--- config.mk ---
export PLATFORM = sky130hd
export DESIGN_NAME = mux4_rr_arbiter_flat
export DESIGN_NICKNAME = d
export VERILOG_FILES = /design/src/rtl/mux4_rr_arbiter_pkg.sv /design/src/rtl/mux4_rr_arbiter_if.sv /design/src/rtl/mux4_rr_arbiter_rr_pick4.sv /design/src/rtl/mux4_rr_arbiter.sv /design/src/flat_wrapper.sv
export SDC_FILE = /design/constraint.sdc
export NUM_CORES = 1
export LEC_CHECK = 0
export BUFFER_PORTS_ARGS = -buffer_cell sky130_fd_sc_hd__clkbuf_2
export CAP_MARGIN = 20
export CELL_PAD_IN_SITES_DETAIL_PLACEMENT = 1
export CELL_PAD_IN_SITES_GLOBAL_PLACEMENT = 1
export CORE_ASPECT_RATIO = 0.7
export CORE_MARGIN = 5
export CORE_UTILIZATION = 40
export DETAILED_ROUTE_END_ITERATION = 10
export GPL_TIMING_DRIVEN = 0
export PLACE_DENSITY = 0.81
export SYNTH_ARGS = -nofsm -noshare
export SYNTH_HDL_FRONTEND = slang
export SYNTH_SLANG_ARGS = --single-unit
export TNS_END_PERCENT = 100
--- constraint.sdc ---
create_clock -name clk -period 4 [get_ports clk]
set_clock_uncertainty 0.05 [all_clocks]
set_input_delay 0.4 -clock clk [delete_from_list [all_inputs] [get_ports clk]]
set_output_delay 0.4 -clock clk [all_outputs]
set_load 0.01 [all_outputs]
--- src/rtl/mux4_rr_arbiter_pkg.sv ---
// Shared definitions for the 4-way round-robin mux arbiter: sizes, FSM
// encoding, default hold limit and a small one-hot helper.
package mux4_rr_arbiter_pkg;

    localparam int NUM_REQ          = 4;
    localparam int SEL_W            = 2;
    localparam int MAX_HOLD_DEFAULT = 8;
    localparam int CNT_W_DEFAULT    = 4;

    typedef enum logic {
        IDLE  = 1'b0,
        GRANT = 1'b1
    } state_e;

    // One-hot vector with only bit idx set.
    function automatic logic [NUM_REQ-1:0] onehot4(input logic [SEL_W-1:0] idx);
        logic [NUM_REQ-1:0] v;
        v      = {NUM_REQ{1'b0}};
        v[idx] = 1'b1;
        return v;
    endfunction

endpackage

--- src/rtl/mux4_rr_arbiter_if.sv ---
// Request/grant bundle between the four requesters and the arbiter.
// The master side drives requests; the slave side (the arbiter) answers
// with the one-hot grant, the mux select and the busy flag.
interface mux4_rr_arbiter_if;
    import mux4_rr_arbiter_pkg::*;

    logic [NUM_REQ-1:0] req;
    logic [NUM_REQ-1:0] gnt;
    logic [SEL_W-1:0]   sel;
    logic               busy;

    modport master (
        output req,
        input  gnt,
        input  sel,
        input  busy
    );

    modport slave (
        input  req,
        output gnt,
        output sel,
        output busy
    );

endinterface

--- src/rtl/mux4_rr_arbiter_rr_pick4.sv ---
// Combinational rotating-priority encoder for four requesters.
// The search starts one past the previous winner (last+1) and wraps, so the
// previous winner is considered last. Reusable by any 4-way arbiter.
module rr_pick4 (
    input  logic [3:0] req,
    input  logic [1:0] last,
    output logic       found,
    output logic [1:0] idx
);

    logic [1:0] cand_s;

    // Walk the four candidates in rotated order and keep the first requester.
    always_comb begin
        found  = 1'b0;
        idx    = last;
        cand_s = 2'b00;
        for (int k = 1; k <= 4; k++) begin
            cand_s = last + 2'(k);
            if (!found && req[cand_s]) begin
                found = 1'b1;
                idx   = cand_s;
            end else begin
                found = found;
                idx   = idx;
            end
        end
    end

endmodule

--- src/rtl/mux4_rr_arbiter.sv ---
// Round-robin arbiter in front of a shared 4-to-1 mux. One requester owns
// the mux at a time; ownership is bounded by a hold counter so a busy owner
// is preempted once MAX_HOLD cycles pass with a competitor waiting. Every
// ownership change passes through a single idle (gnt=0) cycle.
module mux4_rr_arbiter
    import mux4_rr_arbiter_pkg::*;
#(
    parameter int MAX_HOLD = MAX_HOLD_DEFAULT,
    parameter int CNT_W    = CNT_W_DEFAULT
) (
    input  logic             clk,
    input  logic             rst,
    mux4_rr_arbiter_if.slave bus
);

    // Counter value at which the owner has used its full burst. With
    // preemption disabled the counter simply parks at zero.
    localparam logic [CNT_W-1:0] HOLD_SAT_C   = (MAX_HOLD == 0) ? {CNT_W{1'b0}}
                                                                : CNT_W'(MAX_HOLD - 1);
    localparam logic [CNT_W-1:0] HOLD_ONE_C   = CNT_W'(32'd1);
    localparam logic             PREEMPT_EN_C = (MAX_HOLD != 0) ? 1'b1 : 1'b0;

    state_e               state_r;
    state_e               state_nxt_s;
    logic [NUM_REQ-1:0]   gnt_r;
    logic [NUM_REQ-1:0]   gnt_nxt_s;
    logic [SEL_W-1:0]     sel_r;
    logic [SEL_W-1:0]     sel_nxt_s;
    logic [SEL_W-1:0]     last_r;
    logic [SEL_W-1:0]     last_nxt_s;
    logic                 busy_r;
    logic                 busy_nxt_s;
    logic [CNT_W-1:0]     hold_cnt_r;
    logic [CNT_W-1:0]     hold_nxt_s;

    logic                 found_s;
    logic [SEL_W-1:0]     win_s;
    logic [NUM_REQ-1:0]   others_s;
    logic                 hold_sat_s;
    logic                 release_s;
    logic                 preempt_s;

    // Next winner, searched from the requester after the previous owner.
    rr_pick4 u_pick (
        .req   (bus.req),
        .last  (last_r),
        .found (found_s),
        .idx   (win_s)
    );

    // While granting, sel_r is the owner index and gnt_r its one-hot mask,
    // so competitors are simply the requests outside the current grant.
    assign others_s   = bus.req & ~gnt_r;
    assign hold_sat_s = (hold_cnt_r == HOLD_SAT_C);
    assign release_s  = ~bus.req[sel_r];
    assign preempt_s  = PREEMPT_EN_C & hold_sat_s & bus.req[sel_r] & (|others_s);

    // Next-state and next-output logic for the IDLE/GRANT machine.
    always_comb begin
        state_nxt_s = state_r;
        gnt_nxt_s   = gnt_r;
        sel_nxt_s   = sel_r;
        last_nxt_s  = last_r;
        busy_nxt_s  = busy_r;
        hold_nxt_s  = hold_cnt_r;
        case (state_r)
            IDLE: begin
                if (found_s) begin
                    state_nxt_s = GRANT;
                    gnt_nxt_s   = onehot4(win_s);
                    sel_nxt_s   = win_s;
                    busy_nxt_s  = 1'b1;
                    hold_nxt_s  = {CNT_W{1'b0}};
                end else begin
                    state_nxt_s = IDLE;
                    gnt_nxt_s   = {NUM_REQ{1'b0}};
                    busy_nxt_s  = 1'b0;
                end
            end
            GRANT: begin
                if (release_s || preempt_s) begin
                    // Give the mux up; sel keeps pointing at the old owner,
                    // which becomes the lowest-priority requester.
                    state_nxt_s = IDLE;
                    gnt_nxt_s   = {NUM_REQ{1'b0}};
                    busy_nxt_s  = 1'b0;
                    last_nxt_s  = sel_r;
                    hold_nxt_s  = {CNT_W{1'b0}};
                end else if (hold_sat_s) begin
                    hold_nxt_s  = hold_cnt_r;
                end else begin
                    hold_nxt_s  = hold_cnt_r + HOLD_ONE_C;
                end
            end
            default: begin
                state_nxt_s = IDLE;
                gnt_nxt_s   = {NUM_REQ{1'b0}};
                busy_nxt_s  = 1'b0;
                hold_nxt_s  = {CNT_W{1'b0}};
            end
        endcase
    end

    // State and output registers; reset leaves requester 0 with first priority.
    always_ff @(posedge clk) begin
        if (rst) begin
            state_r    <= IDLE;
            gnt_r      <= {NUM_REQ{1'b0}};
            sel_r      <= {SEL_W{1'b0}};
            last_r     <= 2'd3;
            busy_r     <= 1'b0;
            hold_cnt_r <= {CNT_W{1'b0}};
        end else begin
            state_r    <= state_nxt_s;
            gnt_r      <= gnt_nxt_s;
            sel_r      <= sel_nxt_s;
            last_r     <= last_nxt_s;
            busy_r     <= busy_nxt_s;
            hold_cnt_r <= hold_nxt_s;
        end
    end

    assign bus.gnt  = gnt_r;
    assign bus.sel  = sel_r;
    assign bus.busy = busy_r;

endmodule

--- src/flat_wrapper.sv ---
// flat-port wrapper written by rule: the top's interface ports become plain ports
module mux4_rr_arbiter_flat import mux4_rr_arbiter_pkg::*;
#(
    parameter int MAX_HOLD = MAX_HOLD_DEFAULT,
    parameter int CNT_W    = CNT_W_DEFAULT
)
  (clk, rst, bus_req, bus_gnt, bus_sel, bus_busy);
  mux4_rr_arbiter_if bus_i ();
  input  logic clk;
  input  logic rst;
  input wire logic [$bits(bus_i.req)-1:0] bus_req;
  output wire logic [$bits(bus_i.gnt)-1:0] bus_gnt;
  output wire logic [$bits(bus_i.sel)-1:0] bus_sel;
  output wire logic [$bits(bus_i.busy)-1:0] bus_busy;
  assign bus_i.req = bus_req;
  assign bus_gnt = bus_i.gnt;
  assign bus_sel = bus_i.sel;
  assign bus_busy = bus_i.busy;
  mux4_rr_arbiter #(.MAX_HOLD(MAX_HOLD), .CNT_W(CNT_W)) u_core (.clk(clk), .rst(rst), .bus(bus_i));
endmodule
==> results.cfg <==
[floorplanning]
core-area_um2 = 1940
start_util_pct = 43.6
die_h_um = 48.4
dieArea_um2 = 3140
die_w_um = 64.9
io_pins = 13
num_rows = 13

[route]
drt_first_pass_iters = 4
vias_per_cell = 5.97
wirelength_mm = 2.14
first_iter_violations = 24
wl_per_cell_um = 16.7
ant_nets = 0
vias = 764
route.detailed.drc = 0

[clocking]
numCtsBuffers = 3
cts_tree = built
clk_pin_slew_ps = 90
cts_buffer_depth = 2
insertion_delay_ps = 280
htree_num_levels = 1
cts_hold_buf = 0
cts_root_buffer = clkbuf_4
post_cts_resize_count = 0
cts.sinks = 14
cts_setup_buffers = 0

[logic_synthesis]
syn_area_um2 = 843
synth.area.mux_share_pct = 8.31
seq_area_frac_synth_pct = 33.2
synth_xor_area_share_pct = 0
syn_inst = 91
syn_area_per_cell_um2 = 9.27
synth-seq-cells = 14
synth.distinct_cells = 32
yosysWarnings = 0
synth_compound_area_share_pct = 23.6
synth-main-ff-cell = dfxtp_1
synth_edf_count = 0
syn_nets = 98
synth_top_family_by_area = simple AND/OR/NAND/NOR gates
ys_async_sr_fraction_pct = 0
synthAdderAreaFrac_pct = 1.48
synth-simple-area-share_pct = 30.4

[power]
intPower_w = 0.000223
powerDensity_nw_per_um2 = 349
switching_power_w = 0.000110
p_total_w = 0.000333
pwr-share-comb_pct = 26.1
clkPwrFrac_pct = 24.3
ir_worst_vdd_mv = 0.207
switching_share_pct = 33.0
seqPwrFrac_pct = 49.7
cellLeakagePower_nw = 0.405

[sta]
worstMarginPinSlew_ps = 558
fmax_mhz = 594
setup_viol = 0
grt_setup_unrepaired = false
hold_violations = 0
final.setup.tns_ps = 0
min_period_ps = 1680
fin_crit_sh_pct = 42.1
worst_slack_ps = 2320
slew_violations = 0
max_slew_margin_pct = 62.6

[cells_and_area]
mostFrequentLayoutCell = dfxtp_1
drive_above_1_share_pct = 25.5
final_cell_mix = 14 x dfxtp_1, 12 x clkbuf_2, 11 x nor2_1
fin_cells = 128
fillers = 241
antenna_cells = 0
areaGrowthSynthToFinish_pct = 13.1
final_nets = 115

[critical_path]
critPathRequiredTime_ps = 4120
r2r_setup_slack_ps = 2320
worstPathArrival_ps = 1810
startpoint_type = flip-flop
end_kind = flip-flop
r2r-end = u_core.bus.gnt[0]$_SDFFE_PP0P_
endpoint = u_core.bus.gnt[0]$_SDFFE_PP0P_
rr_startpoint = u_core.bus.sel[0]$_SDFFE_PP0P_
reg2reg_depth = 5
cp_max_fo = 10
critical_path_class = reg -> reg
worstSetupStartpoint = u_core.bus.sel[0]$_SDFFE_PP0P_

[place]
gp_congestion = 0.774
dp_hpwl_mm = 1.58
pre_cts_ws_ps = 2200
io_buffers = 12
dp_cells = 125

[global_routing]
grt_max_degree = 11
grt_remaining_overflow = 0
track_usage_pct = 14.3
grt_pass1_vias = 772
grt_antenna_before_repair = 0
grt_pass1_wl_mm = 3.59

[outcome]
outcome = completed

[hold_path]
hold_class = in -> reg

[run]
drv_cap = 0
-- cell usage after synthesis (2+ instances only) --
cell / instances / area share [%]
dfxtp_1: 14 / 33
inv_1: 2 / 0.89
nand4b_1: 4 / 4.2
a311oi_2: 2 / 3.6
a32o_2: 2 / 2.7
nor2b_1: 3 / 2.2
nor4_1: 2 / 1.5
nor2_1: 11 / 4.9
nand2b_1: 6 / 4.5
nand2_1: 4 / 1.8
a21oi_1: 6 / 3.6
clkbuf_1: 2 / 0.89
buf_2: 2 / 1.2
nand3_1: 4 / 2.4
and3b_1: 3 / 3.1
mux2i_1: 7 / 8.3
o22ai_1: 2 / 1.5
-- flip-flops by register name (all words and copies together) (netlist names) --
name	count
u_core.bus.gnt	4
u_core.hold_cnt_r	4
u_core.bus.sel	2
u_core.last_r	2
u_core.bus.busy	1
u_core.state_r	1
-- kinds of logic (layout without fill, tap and decap cells) --
| family | after synthesis | count (layout) |
|---|---|---|
| AO/OA/AOI/OAI | 20 | 20 |
| adder cells (fa/ha/maj) | 1 | 1 |
| buffers and inverters | 6 | 21 |
| flip-flops | 14 | 14 |
| multiplexers | 7 | 7 |
| AND/OR/NAND/NOR | 43 | 43 |
-- metrics by stage --
step / hold WS [ps] / util (%) / instance area [µm²]
global route: 417 / 49.3 / 953
finish: 407 / 49.3 / 953
CTS: 408 / 49.3 / 953
detailed placement: 416 / 48.1 / 931
global placement: 407 / 48.1 / 931
floorplan: 390 / - / 843
-- worst min-delay path by stage --
stage	from	endpoint	slack, ps	depth (start not counted)
floorplan	u_core.hold_cnt_r[0]$_SDFFE_PP0P_	u_core.hold_cnt_r[0]$_SDFFE_PP0P_	390	1
global placement	u_core.hold_cnt_r[0]$_SDFFE_PP0P_	u_core.hold_cnt_r[0]$_SDFFE_PP0P_	410	1
detailed placement	u_core.hold_cnt_r[0]$_SDFFE_PP0P_	u_core.hold_cnt_r[0]$_SDFFE_PP0P_	420	1
CTS	rst	u_core.hold_cnt_r[3]$_SDFFE_PP0P_	410	3
global route	rst	u_core.hold_cnt_r[3]$_SDFFE_PP0P_	420	3
finish	rst	u_core.hold_cnt_r[3]$_SDFFE_PP0P_	410	3
-- routing by layer --
layer | track usage [%] | up-vias | share of wire (%)
met5 | 0 | - | 0
met4 | 3.16 | 0 | 1.6
met3 | 5.30 | 4 | 5.3
met2 | 22.2 | 21 | 44
met1 | 18.8 | 363 | 49
li1 | - | 376 | -
-- worst max-delay path, stage by stage (launching register included) --
cell and delay [ps]:
dfxtp_1 460, mux2i_1 280, o22ai_1 140, buf_2 200, and3b_1 220, a32o_2 220
-- power by group through the flow --
stage	sequential [W]	clock, W	combinational (W)
2_1_floorplan	0.000168	0	0.0000588
4_1_cts	0.000165	0.0000837	0.0000874
5_1_grt	0.000168	0.0000885	0.0000954
3_5_place_dp	0.000168	0	0.0000864
3_3_place_gp	0.000167	0	0.0000839
6_report	0.000165	0.0000808	0.0000868
-- layout make-up --
| class | count | area [µm²] | share of cell area, % |
|---|---|---|---|
| multi-input combinational | 71 | 538 | 56.4 |
| sequential | 14 | 280 | 29.4 |
| timing repair buffer | 12 | 60.1 | 6.30 |
| tap | 22 | 27.5 | 2.89 |
| clock buffer | 3 | 22.5 | 2.36 |
| buffer | 4 | 17.5 | 1.84 |
| inverter | 2 | 7.51 | 0.787 |
(Power assumes the default switching activity.)
